--- config.mk ---
export PLATFORM = sky130hd
export DESIGN_NAME = y86_writeback_regfile
export DESIGN_NICKNAME = d
export VERILOG_FILES = /design/src/rtl/y86_writeback_regfile.sv
export SDC_FILE = /design/constraint.sdc
export NUM_CORES = 1
export LEC_CHECK = 0
export ABC_AREA = 1
export CAP_MARGIN = 0
export CELL_PAD_IN_SITES_DETAIL_PLACEMENT = 2
export CELL_PAD_IN_SITES_GLOBAL_PLACEMENT = 2
export CORE_AREA = 8 8 432 434
export DETAILED_ROUTE_END_ITERATION = 12
export DIE_AREA = 0 0 440 442
export GPL_TIMING_DRIVEN = 1
export PLACE_DENSITY_LB_ADDON = 0.1
export SLEW_MARGIN = 20
export SYNTH_ARGS = -nofsm -noshare
export SYNTH_HDL_FRONTEND = slang
export SYNTH_SLANG_ARGS = --single-unit
--- constraint.sdc ---
create_clock -name clk -period 2.4 [get_ports clk]
set_input_delay 0.48 -clock clk [delete_from_list [all_inputs] [get_ports clk]]
set_output_delay 0.48 -clock clk [all_outputs]
set_load 0.005 [all_outputs]
--- src/rtl/y86_writeback_regfile.sv ---
// ---------------------------------------------------------------------------
// y86_writeback_regfile
//
// Purpose:
//   Write side of the Y86-64 SEQ register file. It decodes the E and M
//   destination registers from the current instruction, commits valE/valM
//   on the rising clock edge, and keeps a sticky processor status. Once a
//   halt or fault has been recorded, the architectural state is frozen until
//   reset.
//
// Parameters:
//   DATA_W      register/data width (default 64)
//   STACK_INIT  reset value of %rsp, register 4 (default 'h200)
//
// Ports:
//   clk           system clock, rising edge
//   rst_n         asynchronous active-low reset
//   instr_valid   instruction and results valid this cycle
//   icode, ifun   instruction and function codes
//   rA, rB        register specifiers, 4'hF = none
//   valE, valM    ALU result and data-memory read result
//   cnd           condition flag from execute
//   imem_error    instruction fetch address error
//   dmem_error    data memory address error
//   rm0..rm14     architectural registers (registered)
//   dstE, dstM    combinational destination registers, 4'hF = none
//   stat          00 AOK, 01 HLT, 10 ADR, 11 INS (registered)
//   halted        high whenever stat != AOK
//
// Optional feature (macro WB_RETIRE_CNT_EN):
//   Adds a 64-bit output 'retired' that counts committed, non-faulting
//   instructions. It wraps modulo 2^64.
// ---------------------------------------------------------------------------
module y86_writeback_regfile #(
  parameter int                 DATA_W     = 64,
  parameter logic [DATA_W-1:0]  STACK_INIT = 'h200
) (
  input  logic              clk,
  input  logic              rst_n,
  input  logic              instr_valid,
  input  logic [3:0]        icode,
  input  logic [3:0]        ifun,
  input  logic [3:0]        rA,
  input  logic [3:0]        rB,
  input  logic [DATA_W-1:0] valE,
  input  logic [DATA_W-1:0] valM,
  input  logic              cnd,
  input  logic              imem_error,
  input  logic              dmem_error,
  output logic [DATA_W-1:0] rm0,
  output logic [DATA_W-1:0] rm1,
  output logic [DATA_W-1:0] rm2,
  output logic [DATA_W-1:0] rm3,
  output logic [DATA_W-1:0] rm4,
  output logic [DATA_W-1:0] rm5,
  output logic [DATA_W-1:0] rm6,
  output logic [DATA_W-1:0] rm7,
  output logic [DATA_W-1:0] rm8,
  output logic [DATA_W-1:0] rm9,
  output logic [DATA_W-1:0] rm10,
  output logic [DATA_W-1:0] rm11,
  output logic [DATA_W-1:0] rm12,
  output logic [DATA_W-1:0] rm13,
  output logic [DATA_W-1:0] rm14,
  output logic [3:0]        dstE,
  output logic [3:0]        dstM,
  output logic [1:0]        stat,
  output logic              halted
`ifdef WB_RETIRE_CNT_EN
  ,
  output logic [63:0]       retired
`endif
);

  typedef enum logic [1:0] {
    STAT_AOK = 2'b00,
    STAT_HLT = 2'b01,
    STAT_ADR = 2'b10,
    STAT_INS = 2'b11
  } stat_t;

  localparam logic [3:0] REG_NONE = 4'hF;
  localparam logic [3:0] REG_RSP  = 4'h4;

  logic [DATA_W-1:0] r_regs [0:14];
  stat_t             r_stat;
  stat_t             w_nextStat;
  stat_t             w_instrStat;
  logic              w_commit;
  logic              w_unusedIfun;

  // The function code carries no information the write side needs: every
  // valid icode accepts any ifun at this stage.
  assign w_unusedIfun = ^ifun;

  // E destination: conditional moves only write when the condition held;
  // stack operations always update %rsp.
  always_comb begin
    dstE = REG_NONE;
    case (icode)
      4'h2:                   dstE = cnd ? rB : REG_NONE;
      4'h3, 4'h6:             dstE = rB;
      4'h8, 4'h9, 4'hA, 4'hB: dstE = REG_RSP;
      default:                dstE = REG_NONE;
    endcase
  end

  // M destination: only mrmovq and popq load a register from memory.
  always_comb begin
    dstM = REG_NONE;
    if (icode == 4'h5 || icode == 4'hB) begin
      dstM = rA;
    end
  end

  // Status of the instruction presented this cycle. A fetch error outranks
  // everything, because the icode itself cannot be trusted then.
  always_comb begin
    w_instrStat = STAT_AOK;
    if (imem_error) begin
      w_instrStat = STAT_ADR;
    end else if (icode > 4'hB) begin
      w_instrStat = STAT_INS;
    end else if (icode == 4'h0) begin
      w_instrStat = STAT_HLT;
    end else if (dmem_error) begin
      w_instrStat = STAT_ADR;
    end
  end

  assign w_commit = instr_valid && (r_stat == STAT_AOK) && (w_instrStat == STAT_AOK);

  // Sticky status: the first non-AOK instruction status is latched and all
  // later instructions are ignored until reset.
  always_comb begin
    w_nextStat = r_stat;
    if (instr_valid && (r_stat == STAT_AOK) && (w_instrStat != STAT_AOK)) begin
      w_nextStat = w_instrStat;
    end
  end

  always_ff @(posedge clk or negedge rst_n) begin
    if (!rst_n) begin
      r_stat <= STAT_AOK;
    end else begin
      r_stat <= w_nextStat;
    end
  end

  // Register file update. valM is tested first so that a collision such as
  // popq %rsp leaves the popped value in the register rather than the
  // incremented stack pointer.
  always_ff @(posedge clk or negedge rst_n) begin
    if (!rst_n) begin
      for (int i = 0; i < 15; i++) begin
        r_regs[i] <= (i == 4) ? STACK_INIT : '0;
      end
    end else if (w_commit) begin
      for (int i = 0; i < 15; i++) begin
        if (dstM == 4'(i)) begin
          r_regs[i] <= valM;
        end else if (dstE == 4'(i)) begin
          r_regs[i] <= valE;
        end
      end
    end
  end

`ifdef WB_RETIRE_CNT_EN
  logic [63:0] r_retired;

  // Counts only instructions that actually commit; halts and faults are
  // excluded. Natural binary overflow provides the wrap to zero.
  always_ff @(posedge clk or negedge rst_n) begin
    if (!rst_n) begin
      r_retired <= '0;
    end else if (w_commit) begin
      r_retired <= r_retired + 64'd1;
    end
  end

  assign retired = r_retired;
`endif

  assign rm0    = r_regs[0];
  assign rm1    = r_regs[1];
  assign rm2    = r_regs[2];
  assign rm3    = r_regs[3];
  assign rm4    = r_regs[4];
  assign rm5    = r_regs[5];
  assign rm6    = r_regs[6];
  assign rm7    = r_regs[7];
  assign rm8    = r_regs[8];
  assign rm9    = r_regs[9];
  assign rm10   = r_regs[10];
  assign rm11   = r_regs[11];
  assign rm12   = r_regs[12];
  assign rm13   = r_regs[13];
  assign rm14   = r_regs[14];
  assign stat   = r_stat;
  assign halted = (r_stat != STAT_AOK);

endmodule

==> impl_metrics.ini <==
[placement]
placer_congestion_estimate = 0.9010
place_worst_setup_slack_ns = -1.220
detailed_place_hpwl_um = 250800
io_buffers = 1116
place_inst = 10420

[yosys]
yosysSeqAreaShare_pct = 47.68
syn_avg_cell_area_um2 = 7.222
synth_seq_cells = 962
synth.yosys.warnings = 0
simple_logic_cell_fraction_of_the_synthesized_area_pct = 38.77
synthesized_area_fraction_occupied_by_adder_cells_pct = 0
dominant_combinational_cell_family_by_area_after_synthesis = simple AND/OR/NAND/NOR gates
netlist.area_leader.share_pct = 47.63
synth_top_cell_by_area = sky130_fd_sc_hd__dfrtp_1
synth.top_cells.by_area = sky130_fd_sc_hd__dfrtp_1 (48%), sky130_fd_sc_hd__nand2_1 (25%), sky130_fd_sc_hd__nand3_1 (13%), sky130_fd_sc_hd__o21ai_0 (5.1%), sky130_fd_sc_hd__buf_2 (2.5%)
xor_xnor_share_of_the_synthesized_area_pct = 0
synth_compound_gate_area_share_pct = 5.856
synth.mux.area_fraction_pct = 0
mapped_area_mm2 = 0.05049
syn-instance-count = 6991
yosys.cell_types.count = 22
postSynthNetCount = 7141

[route]
avgViaCountPerCell = 5.460
routed_wire_length_per_instance_um = 31.81
drt_first_iter_violations = 4592
routed-via-count = 58270
post-route-drc-count = 0
ant_nets = 0
postRouteWirelength_um = 339400
dr.pass1.iters = 5

[finish]
layout.nets = 8341
area_overhead_of_the_layout_relative_to_synthesis_pct = 43.84
drive_above_1_share_pct = 10.84
layoutNonFillerInstCount = 10670
utilization_pct = 40.40

[outcome]
run_status = completed

[timing]
max-slew-margin-rel_pct = 50.65
clock_skew_ns = 0.01679
post-route-period-util_pct = 99.69
finalSetupViolations = 0
worst_slew_pin_slew_ns = 0.7402
finalWorstPathRequiredPeriod_ns = 2.393
finalHoldViolCount = 0
report.final.slew_viol_count = 0
final_critical_path_setup_slack_ns = 0.007499
clock.fmax_mhz = 418.0
finalSetupTns_ns = 0

[critical_path]
setup.worst_path.class = flip-flop to primary output
worst_setup_path_end_kind = primary output
path_max_fanout = 2
worst-path-buf-inv = 1
crit-reg2reg-capture = rm12[27]
reg2reg_from = stat[0]
crit_required_ns = 1.92
r2r_cells = 8
slowest_delay_ns = 0.63
logic_depth_of_the_worst_path_buffers_included = 1
crit_path_cell_trace = clkdlybuf4s50_1
worst_setup_path_startpoint = rm11[9]
cp_top_family = buffers and inverters
rrSetupSlack_ns = 0.27
critical_path_arrival_ns = 1.91
timing.critical_path.to = rm11[9]
critical_path.startpoint_type = flip-flop
cell_type_of_the_slowest_stage_on_the_worst_timing_path = sky130_fd_sc_hd__clkdlybuf4s50_1

[floorplan]
placement_rows = 156
boundaryPins = 1121
die_h_um = 442
die_width_um = 440
design.die.area_mm2 = 0.1945
standard_cell_core_area_mm2 = 0.1798
initial_utilization_pct = 28.09

[power]
ir_worst_vdd_mv = 0.6513
cellPowerDensity_mw_per_mm2 = 553.8
leakage_nw = 36.21
report.power.total_w = 0.04022

[clock_tree]
numCtsBuffers = 130
clkTransAtPathRegs_ns = 0.06
cts_root_buf = sky130_fd_sc_hd__clkbuf_16
clock_latency_ns = 0.79
cts_num_sinks = 962
h-tree-depth = 4
clock_path_buffers = 3
tritoncts_clock_tree = built

[global_route]
antenna_found_initial = 14
grt_util_all_layers_pct = 33.73
first_global_vias = 61810
overflow_left_after_global_routing = 0
grt_max_degree = 81
grt_first_pass_wirelength_um = 477100

[job]
drv.max_cap_violation_count = 0

[hold_path]
hold_class = input pin to async pin
-- report_power, final --
group | total [W] | switching (W) | internal [W]
clock network | 0.0204 | 0.00813 | 0.0122
registers | 0.0162 | 0 | 0.0162
logic | 0.00362 | 0.00259 | 0.00103
total | 0.0402 | 0.0107 | 0.0295
-- layout by cell type, fill, tap and decap left out, drive strengths merged, types with 2 or more instances in the layout --
master,n
buf,575
diode,12
clkbuf,202
clkinv,23
nand2,3341
clkinvlp,3
inv,92
clkdlybuf4s15,3
nor2,28
bufinv,6
o21ai,585
a21oi,2
nand3,1357
dfrtp,961
dlygate4sd2,13
clkdlybuf4s50,1094
-- cell usage after synthesis --
library cell and instances:
sky130_fd_sc_hd__buf_4 117, sky130_fd_sc_hd__nand2_2 16, sky130_fd_sc_hd__buf_1 25, sky130_fd_sc_hd__dfrtp_1 961, sky130_fd_sc_hd__clkbuf_1 166, sky130_fd_sc_hd__buf_6 60
sky130_fd_sc_hd__nor2_2 9, sky130_fd_sc_hd__nand3_1 1353, sky130_fd_sc_hd__inv_2 3, sky130_fd_sc_hd__nor3_2 1, sky130_fd_sc_hd__a21o_1 1, sky130_fd_sc_hd__buf_2 252
sky130_fd_sc_hd__dfstp_2 1, sky130_fd_sc_hd__o21ai_2 3, sky130_fd_sc_hd__o21ai_0 510, sky130_fd_sc_hd__a21oi_1 2, sky130_fd_sc_hd__nor2_4 2, sky130_fd_sc_hd__nor2_1 17
sky130_fd_sc_hd__o21ai_1 72, sky130_fd_sc_hd__nand3_4 4, sky130_fd_sc_hd__nand2_1 3325, sky130_fd_sc_hd__inv_1 91
-- routing by layer --
metal	share of wire, %	track usage [%]	up-vias
li1	-	-	24880
met5	0.0038	0	-
met1	40	40.87	30270
met3	5.3	5.018	794
met2	46	54.81	2325
met4	8.6	23.89	2
-- worst min-delay path by stage --
| stage | startpoint | endpoint | slack [ns] | cells after the start |
|---|---|---|---|---|
| finish | rst_n | rm2[38] | 0.17 | 2 |
| global route | rst_n | rm2[38] | 0.18 | 2 |
| CTS | rst_n | rm2[38] | 0.14 | 2 |
| detailed placement | rst_n | rm2[38] | 0.41 | 1 |
| global placement | rst_n | rm2[38] | 0.41 | 1 |
| floorplan | rst_n | rm0[0] | 0.18 | 0 |
-- cells by family after synthesis --
group           Yosys count
compound gates          588
simple gates           4727
buf+inv                 714
flops                   962
-- per-stage QoR --
| stage | area, um2 | hold WS, ns |
|---|---|---|
| final | 72630 | 0.1723 |
| after global routing | 72620 | 0.1756 |
| after CTS | 72580 | 0.1413 |
| after detailed placement | 68050 | 0.4063 |
| after global placement | 68050 | 0.4070 |
| after floorplan | 50490 | 0.1844 |
-- layout make-up --
class                      instances  area (um2)
clock buffer                     201        4061
tap                             2370        2965
sequential                       962       24120
clock inverter                    30       322.8
antenna                           12       30.03
multi-input combinational       5315       22900
fill                           20460      107100
timing repair buffer            1688       17870
inverter                          94       361.6
-- sequential cells by signal, indices dropped and copies added (netlist names) --
register	cells
rm0	64
rm11	64
rm6	64
rm9	64
rm12	64
stat	2
rm4	64
rm3	64
rm5	64
rm7	64
rm14	64
rm2	64
rm1	64
rm10	64
rm8	64
rm13	64
-- timing repair --
action / 4_1_cts / 5_1_grt
gates resized for setup: 80 / 8
buffers inserted: 4 / 1
pin swaps: 4 / 2
hold buffers: 1 / 0
setup endpoints to repair: 764 / 60
endpoints found under the hold margin: 95 / 0
Power figures use the tool's default switching activity.
